<file path="config.mk">
export PLATFORM = sky130hd
export DESIGN_NAME = multicycle_alu_flat
export DESIGN_NICKNAME = d
export VERILOG_FILES = /design/src/rtl/multicycle_alu_if.sv /design/src/rtl/multicycle_alu.sv /design/src/flat_wrapper.sv
export SDC_FILE = /design/constraint.sdc
export NUM_CORES = 1
export LEC_CHECK = 0
export BUFFER_PORTS_ARGS = -buffer_cell sky130_fd_sc_hd__buf_4
export CORE_ASPECT_RATIO = 0.9
export CORE_UTILIZATION = 30
export CTS_CLUSTER_DIAMETER = 80
export DETAILED_ROUTE_END_ITERATION = 6
export PLACE_DENSITY = 0.55
export SYNTH_ARGS = -nofsm -noshare
export SYNTH_HDL_FRONTEND = slang
export SYNTH_SLANG_ARGS = --single-unit
</file>
<file path="constraint.sdc">
create_clock -name clk -period 2.2 [get_ports clk]
set_clock_uncertainty 0.2 [all_clocks]
set_input_delay 0.11 -clock clk [delete_from_list [all_inputs] [get_ports clk]]
set_output_delay 0.11 -clock clk [all_outputs]
set_load 0.03 [all_outputs]
</file>
<file path="src/rtl/multicycle_alu_if.sv">
// Handshake/operand/result bundle for multicycle_alu.
// master = register-read/writeback side, slave = the ALU.
interface multicycle_alu_if #(
    parameter int WIDTH = 32
) ();
    logic             in_valid;
    logic             in_ready;
    logic [2:0]       opcode;
    logic [3:0]       fcode;
    logic [WIDTH-1:0] inp1;
    logic [WIDTH-1:0] inp2;
    logic             out_valid;
    logic             out_ready;
    logic [WIDTH-1:0] out;
    logic [WIDTH-1:0] ext_out;
    logic             cFlag;
    logic             zFlag;
    logic             sFlag;
    logic             oFlag;
    logic             illegal;

    modport master (
        output in_valid, opcode, fcode, inp1, inp2, out_ready,
        input  in_ready, out_valid, out, ext_out, cFlag, zFlag, sFlag, oFlag, illegal
    );

    modport slave (
        input  in_valid, opcode, fcode, inp1, inp2, out_ready,
        output in_ready, out_valid, out, ext_out, cFlag, zFlag, sFlag, oFlag, illegal
    );
endinterface

</file>
<file path="src/rtl/multicycle_alu.sv">
// Clocked ALU with valid/ready on both sides; single-cycle ops plus an optional
// iterative shift-add multiplier, built only when ALU_MUL_EN is defined.
//
// state | meaning
// IDLE  | accepts ops; single-cycle results register here
// MUL   | one shift-add step per cycle, counter counts WIDTH down to 0
// FIX   | restore product sign, register result and flags
module multicycle_alu #(
    parameter int WIDTH = 32,
    parameter int SHW   = $clog2(WIDTH)
) (
    input logic             clk,
    input logic             rst,
    multicycle_alu_if.slave alu
);

    localparam logic [1:0] ST_IDLE  = 2'b00;
`ifdef ALU_MUL_EN
    localparam logic [1:0] ST_MUL   = 2'b01;
    localparam logic [1:0] ST_FIX   = 2'b10;
    localparam int         CW       = $clog2(WIDTH) + 1;
`endif
    localparam logic [2:0] OP_RTYPE = 3'b000;
    localparam logic [2:0] OP_IMM   = 3'b001;

    logic [1:0]       state_q, state_d;
    logic             out_valid_q, out_valid_d;
    logic [WIDTH-1:0] out_q, out_d;
    logic [WIDTH-1:0] ext_q, ext_d;
    logic             c_q, c_d, z_q, z_d, s_q, s_d, o_q, o_d, ill_q, ill_d;

    logic             accept;
    logic [WIDTH:0]   sum;
    logic [SHW-1:0]   shamt;
    logic [WIDTH-1:0] res;
    logic             is_add, res_bad, res_c, res_o;

`ifdef ALU_MUL_EN
    logic               mul_op, mul_sgn;
    logic [WIDTH-1:0]   mcand_q, mcand_d;
    logic [2*WIDTH-1:0] prod_q, prod_d, prod_fix;
    logic [CW-1:0]      cnt_q, cnt_d;
    logic               neg_q, neg_d;
    logic [WIDTH:0]     step_sum;
`endif

    assign alu.in_ready  = (state_q == ST_IDLE) && (!out_valid_q || alu.out_ready);
    assign accept        = alu.in_valid && alu.in_ready;
    assign sum           = {1'b0, alu.inp1} + {1'b0, alu.inp2};
    assign shamt         = alu.inp2[SHW-1:0];
    assign res_c         = is_add && sum[WIDTH];
    assign res_o         = is_add && (alu.inp1[WIDTH-1] == alu.inp2[WIDTH-1])
                                  && (sum[WIDTH-1] != alu.inp1[WIDTH-1]);

    assign alu.out_valid = out_valid_q;
    assign alu.out       = out_q;
    assign alu.ext_out   = ext_q;
    assign alu.cFlag     = c_q;
    assign alu.zFlag     = z_q;
    assign alu.sFlag     = s_q;
    assign alu.oFlag     = o_q;
    assign alu.illegal   = ill_q;

    // Opcode/fcode decode; res stays 0 for unsupported codes.
    always_comb begin
        res     = '0;
        is_add  = 1'b0;
        res_bad = 1'b0;
`ifdef ALU_MUL_EN
        mul_op  = 1'b0;
        mul_sgn = 1'b0;
`endif
        case (alu.opcode)
            OP_RTYPE: begin
                case (alu.fcode)
                    4'b0000: res = alu.inp1 ^ alu.inp2;
                    4'b0001: res = alu.inp1 & alu.inp2;
                    4'b0010: res = '0 - alu.inp2;
                    4'b0011: begin
                        res    = sum[WIDTH-1:0];
                        is_add = 1'b1;
                    end
                    4'b0100, 4'b0110: res = alu.inp1 << shamt;
                    4'b0101, 4'b0111: res = alu.inp1 >> shamt;
                    4'b1000, 4'b1001: res = $signed(alu.inp1) >>> shamt;
                    4'b1010, 4'b1011: begin
`ifdef ALU_MUL_EN
                        mul_op  = 1'b1;
                        mul_sgn = alu.fcode[0];
`else
                        res_bad = 1'b1;
`endif
                    end
                    default: res_bad = 1'b1;
                endcase
            end
            OP_IMM: begin
                case (alu.fcode)
                    4'b0000: begin
                        res    = sum[WIDTH-1:0];
                        is_add = 1'b1;
                    end
                    4'b0001: res = '0 - alu.inp2;
                    default: res_bad = 1'b1;
                endcase
            end
            default: res_bad = 1'b1;
        endcase
    end

`ifdef ALU_MUL_EN
    assign step_sum = {1'b0, prod_q[2*WIDTH-1:WIDTH]} + (prod_q[0] ? {1'b0, mcand_q} : '0);
    assign prod_fix = (neg_q && (prod_q != '0)) ? ('0 - prod_q) : prod_q;
`endif

    always_comb begin
        state_d     = state_q;
        out_valid_d = out_valid_q;
        out_d       = out_q;
        ext_d       = ext_q;
        c_d         = c_q;
        z_d         = z_q;
        s_d         = s_q;
        o_d         = o_q;
        ill_d       = ill_q;
`ifdef ALU_MUL_EN
        mcand_d     = mcand_q;
        prod_d      = prod_q;
        cnt_d       = cnt_q;
        neg_d       = neg_q;
`endif
        case (state_q)
            ST_IDLE: begin
                if (accept) begin
`ifdef ALU_MUL_EN
                    // Signed multiply runs on magnitudes; the sign is restored in FIX.
                    if (mul_op) begin
                        mcand_d     = (mul_sgn && alu.inp1[WIDTH-1]) ? ('0 - alu.inp1) : alu.inp1;
                        prod_d      = {{WIDTH{1'b0}},
                                       (mul_sgn && alu.inp2[WIDTH-1]) ? ('0 - alu.inp2) : alu.inp2};
                        neg_d       = mul_sgn && (alu.inp1[WIDTH-1] ^ alu.inp2[WIDTH-1]);
                        cnt_d       = CW'(WIDTH);
                        out_valid_d = 1'b0;
                        state_d     = ST_MUL;
                    end else
`endif
                    begin
                        out_valid_d = 1'b1;
                        out_d       = res;
                        ext_d       = '0;
                        c_d         = res_c;
                        o_d         = res_o;
                        z_d         = !res_bad && (res == '0);
                        s_d         = res[WIDTH-1];
                        ill_d       = res_bad;
                    end
                end else if (out_valid_q && alu.out_ready) begin
                    out_valid_d = 1'b0;
                end
            end
`ifdef ALU_MUL_EN
            ST_MUL: begin
                prod_d = {step_sum, prod_q[WIDTH-1:1]};
                cnt_d  = cnt_q - CW'(1);
                if (cnt_q == CW'(1)) begin
                    state_d = ST_FIX;
                end
            end
            ST_FIX: begin
                out_d       = prod_fix[WIDTH-1:0];
                ext_d       = prod_fix[2*WIDTH-1:WIDTH];
                c_d         = 1'b0;
                o_d         = 1'b0;
                z_d         = (prod_fix == '0);
                s_d         = prod_fix[2*WIDTH-1];
                ill_d       = 1'b0;
                out_valid_d = 1'b1;
                state_d     = ST_IDLE;
            end
`endif
            default: state_d = ST_IDLE;
        endcase
    end

    always_ff @(posedge clk or posedge rst) begin
        if (rst) begin
            state_q     <= ST_IDLE;
            out_valid_q <= 1'b0;
            out_q       <= '0;
            ext_q       <= '0;
            c_q         <= 1'b0;
            z_q         <= 1'b0;
            s_q         <= 1'b0;
            o_q         <= 1'b0;
            ill_q       <= 1'b0;
        end else begin
            state_q     <= state_d;
            out_valid_q <= out_valid_d;
            out_q       <= out_d;
            ext_q       <= ext_d;
            c_q         <= c_d;
            z_q         <= z_d;
            s_q         <= s_d;
            o_q         <= o_d;
            ill_q       <= ill_d;
        end
    end

`ifdef ALU_MUL_EN
    always_ff @(posedge clk or posedge rst) begin
        if (rst) begin
            mcand_q <= '0;
            prod_q  <= '0;
            cnt_q   <= '0;
            neg_q   <= 1'b0;
        end else begin
            mcand_q <= mcand_d;
            prod_q  <= prod_d;
            cnt_q   <= cnt_d;
            neg_q   <= neg_d;
        end
    end
`endif

endmodule

</file>
<file path="src/flat_wrapper.sv">
// flat-port wrapper written by rule: the top's interface ports become plain ports
module multicycle_alu_flat 
#(
    parameter int WIDTH = 32,
    parameter int SHW   = $clog2(WIDTH)
)
  (clk, rst, alu_in_valid, alu_opcode, alu_fcode, alu_inp1, alu_inp2, alu_out_ready, alu_in_ready, alu_out_valid, alu_out, alu_ext_out, alu_cFlag, alu_zFlag, alu_sFlag, alu_oFlag, alu_illegal);
  multicycle_alu_if #(.WIDTH(WIDTH)) alu_i ();
  input logic clk;
  input logic rst;
  input wire logic [$bits(alu_i.in_valid)-1:0] alu_in_valid;
  input wire logic [$bits(alu_i.opcode)-1:0] alu_opcode;
  input wire logic [$bits(alu_i.fcode)-1:0] alu_fcode;
  input wire logic [$bits(alu_i.inp1)-1:0] alu_inp1;
  input wire logic [$bits(alu_i.inp2)-1:0] alu_inp2;
  input wire logic [$bits(alu_i.out_ready)-1:0] alu_out_ready;
  output wire logic [$bits(alu_i.in_ready)-1:0] alu_in_ready;
  output wire logic [$bits(alu_i.out_valid)-1:0] alu_out_valid;
  output wire logic [$bits(alu_i.out)-1:0] alu_out;
  output wire logic [$bits(alu_i.ext_out)-1:0] alu_ext_out;
  output wire logic [$bits(alu_i.cFlag)-1:0] alu_cFlag;
  output wire logic [$bits(alu_i.zFlag)-1:0] alu_zFlag;
  output wire logic [$bits(alu_i.sFlag)-1:0] alu_sFlag;
  output wire logic [$bits(alu_i.oFlag)-1:0] alu_oFlag;
  output wire logic [$bits(alu_i.illegal)-1:0] alu_illegal;
  assign alu_i.in_valid = alu_in_valid;
  assign alu_i.opcode = alu_opcode;
  assign alu_i.fcode = alu_fcode;
  assign alu_i.inp1 = alu_inp1;
  assign alu_i.inp2 = alu_inp2;
  assign alu_i.out_ready = alu_out_ready;
  assign alu_in_ready = alu_i.in_ready;
  assign alu_out_valid = alu_i.out_valid;
  assign alu_out = alu_i.out;
  assign alu_ext_out = alu_i.ext_out;
  assign alu_cFlag = alu_i.cFlag;
  assign alu_zFlag = alu_i.zFlag;
  assign alu_sFlag = alu_i.sFlag;
  assign alu_oFlag = alu_i.oFlag;
  assign alu_illegal = alu_i.illegal;
  multicycle_alu #(.WIDTH(WIDTH), .SHW(SHW)) u_core (.clk(clk), .rst(rst), .alu(alu_i));
endmodule
</file>
==> out/results.txt <==
# diodes: 0
Sequential share of power: 0.135
Failing checks: setup timing
Vias: 12,680
DR DRC count: 0
Fin nets: 1,915
Clk sinks: 37
Core ar.: 30,030 um^2
Vias in the first global route: 12,500
Initial DRC count: 1,323
TritonCTS clock tree: yes
First-pass GRT wire length: 77.05 mm
GRT overflow: 0
Power Density: 333.5 nW/um^2
Drt wl/cell: 23.44 um
Num ports: 146
# setup viols final: 32
FFs w/ async S/R, synth: 1.000
Clk pwr share: 0.163
Layout area overhead: 77.56%
Synth Flop Type: dfrtp_1
XOR/XNOR Fraction of Synth Area: 0.04757
Avg Cell Area, Syn: 7.646 um^2
DIE AREA: 31,390 um^2
Die Wd: 186.7 um
Yosys cell types: 85
WP data arrival: 3210 ps
Hold WC Path Type: in -> reg
CP Data Required Time: 2230 ps
Global Route Usage Sum: 0.3221
Dpl hpwl: 42.04 mm
R2R Setup Slk: -80 ps
Most frequent cell after synthesis: nand2_1
Placement row count: 60
CP Launch Type: input port
Yosys top cell area share: 0.1006
Comb power frac: 0.702
FMAX: 314.9 MHz
Post-synthesis compound-gate area fraction: 0.2695
Final wirelength: 51.77 mm
DRT antenna net count: 0
Chip height: 168.2 um
Internal power: 3.101 mW
Root buffer cell: clkbuf_16
Worst Hold Slack: 6.806 ps
Crit path kind: in -> reg
CTS Buf Count: 5
Final Hold Viols: 0
Post-Syn Area: 9206 um^2
Minimum clock period: 3175 ps
Critical Path Fanout Max: 6
Share of the yosys chip area belonging to registers: 0.1006
Sw Share: 0.4312
Synth Instances: 1,204
Post-synth top cells: nand2_1, nor2_1, o21ai_0, a21oi_1
Synth warn: 0
Crit. End Element: flop
Post-synth EDFFs: 0
Clock transition at path regs: 70 ps
Max-cap violation count: 0
RSZ-0062 raised after global routing: true
Post-synthesis mux area share: 0.2302
Sw Pwr: 2.351 mW
Status: finished with violations
Area leader, netlist: dfrtp_1
Post-Synth Simple-Gate Area: 0.2222
Initial antenna violation count: 0
Slew Limit Fails: 0
Layout cells sized above 1: 0.5471
Max_slew headroom: 0.3112
Tcrit/Tclk final: 1.443
Largest family of logic cells by synthesized area: compound AO/OA/AOI/OAI gates
Clock Path Buffers: 2
GP Congestion: 1.032
Via density per instance: 5.741
Final worst slack: -975.3 ps
Final Power: 5.451 mW
P_leak: 7.279 nW
Worst Reg-to-Reg Cells: 9
Initial core utilization: 0.3066
# port buffers: 113
WHS Path Cells: 4
Final TNS setup: -16,350 ps
Router iterations before antenna repair: 6
FF+latch count, synth: 37
Max IR drop VDD: 258.3 uV
Max H-tree Level: 2
Synth Area in Adders: 0.04838
Worst skew pair latency: 290 ps
Worst Tran Pin Value: 1026 ps
Largest net degree at the start of global routing: 47
Synth area leaders: dfrtp_1, mux4_2, nand2_1
[kinds of logic (layout without fill, tap and decap cells)]
group / count (synthesis) / in the layout
buffers and inverters: 144 / 715
and+or+nand+nor: 423 / 423
muxes: 145 / 145
xor gates and xnor gates: 50 / 50
other: 1 / 32
adders and majority gates: 35 / 35
DFF: 37 / 37
AOI/OAI and AO/OA: 369 / 369
[final timing paths]
| path | start | end |
|---|---|---|
| hold reg to reg | u_core.alu.out[6]$_DFFE_PP0P_ | u_core.alu.out[6]$_DFFE_PP0P_ |
| hold / removal | alu_out_ready | u_core.alu.out_valid$_DFFE_PP0P_ |
| max in group asynchronous | rst | u_core.alu.cFlag$_DFFE_PP0P_ |
| setup / recovery | alu_inp2[0] | u_core.alu.zFlag$_DFFE_PP0P_ |
| setup reg to reg | u_core.alu.out_valid$_DFFE_PP0P_ | u_core.alu.zFlag$_DFFE_PP0P_ |
| min in group asynchronous | rst | u_core.alu.out[5]$_DFFE_PP0P_ |
[through the flow]
step           instances  instance area, um^2  worst slack (ps)  utilization
3_5_place_dp        2141                14400             -1433       0.4794
5_1_grt             2209                16350             -1093       0.5444
2_1_floorplan       1235                 9839             -1191            -
4_1_cts             2204                15860            -944.9       0.5283
3_3_place_gp        2141                14400             -1420       0.4794
6_report            2209                16350            -975.3       0.5444
[cell usage in the layout (no fill, tap or decap), types with 11 or more instances in the layout]
master,n
xor2_1,13
inv_1,17
a21oi_1,47
o211ai_1,18
buf_6,45
o22ai_1,23
a21oi_2,16
dfrtp_1,37
a221oi_2,13
conb_1,32
a221o_1,11
a31oi_1,19
mux4_2,43
ha_4,17
nand2_1,152
nor2_1,87
o21ai_1,22
mux2i_1,53
buf_4,619
nor3_1,12
o21ai_0,45
and3_1,13
nand3_1,19
ha_1,17
mux2_4,12
o21ai_2,17
mux2_2,25
buf_12,16
nand4_1,11
xnor2_1,26
nand2_2,14
[layer usage]
metal,track usage,vias to the layer above,wire length [um]
li1,-,5750,-
met1,0.4472,6128,22460
met2,0.4984,710,22710
met3,0.07088,93,5102
met4,0.09230,0,1502
met5,0,-,0
[repair_timing]
item | 4_1_cts | 5_1_grt
endpoints found under the setup margin | 35 | 35
cloned | 1 | 0
resized for setup | 193 | 108
buffers inserted | 61 | 26
endpoints found under the hold margin | 38 | 0
hold buffers | 2 | 0
pin swaps | 79 | 79
[registers in the layout (all words and copies together), names as in the netlist]
signal	flops
u_core.alu.cFlag	1
u_core.alu.illegal	1
u_core.alu.oFlag	1
u_core.alu.out	31
u_core.alu.out_valid	1
u_core.alu.sFlag	1
u_core.alu.zFlag	1
[worst max-delay path, cell delays in order]
cell and delay, ps:
buf_12 120, ha_4 150, fa_2 330, a21o_1 200, a221o_1 380, a221oi_4 300
buf_12 150, buf_12 110, nand2_4 50, a21oi_4 140, xnor2_2 90, a221oi_2 280
nand4b_1 200, nor4_4 260, buf_4 150, nand4_1 100, nand2_1 80
[cell type report]
cell class	instances	area, um^2
Fill cell	2794	13680
Tap cell	403	504.2
Multi-Input combinational cell	1054	9061
Clock buffer	6	138.9
Sequential cell	37	925.9
Inverter	20	85.08
Timing Repair Buffer	687	5594
Clock inverter	2	37.54
[power by group through the flow]
stage          registers, mW  clock network, mW  logic (mW)
2_1_floorplan          0.811                  0        1.62
3_3_place_gp           0.745                  0        3.26
3_5_place_dp           0.745                  0        3.27
4_1_cts                0.734              0.898        3.61
5_1_grt                0.738              0.937        4.02
6_report               0.734              0.889        3.83
Power figures use the tool's default switching activity.
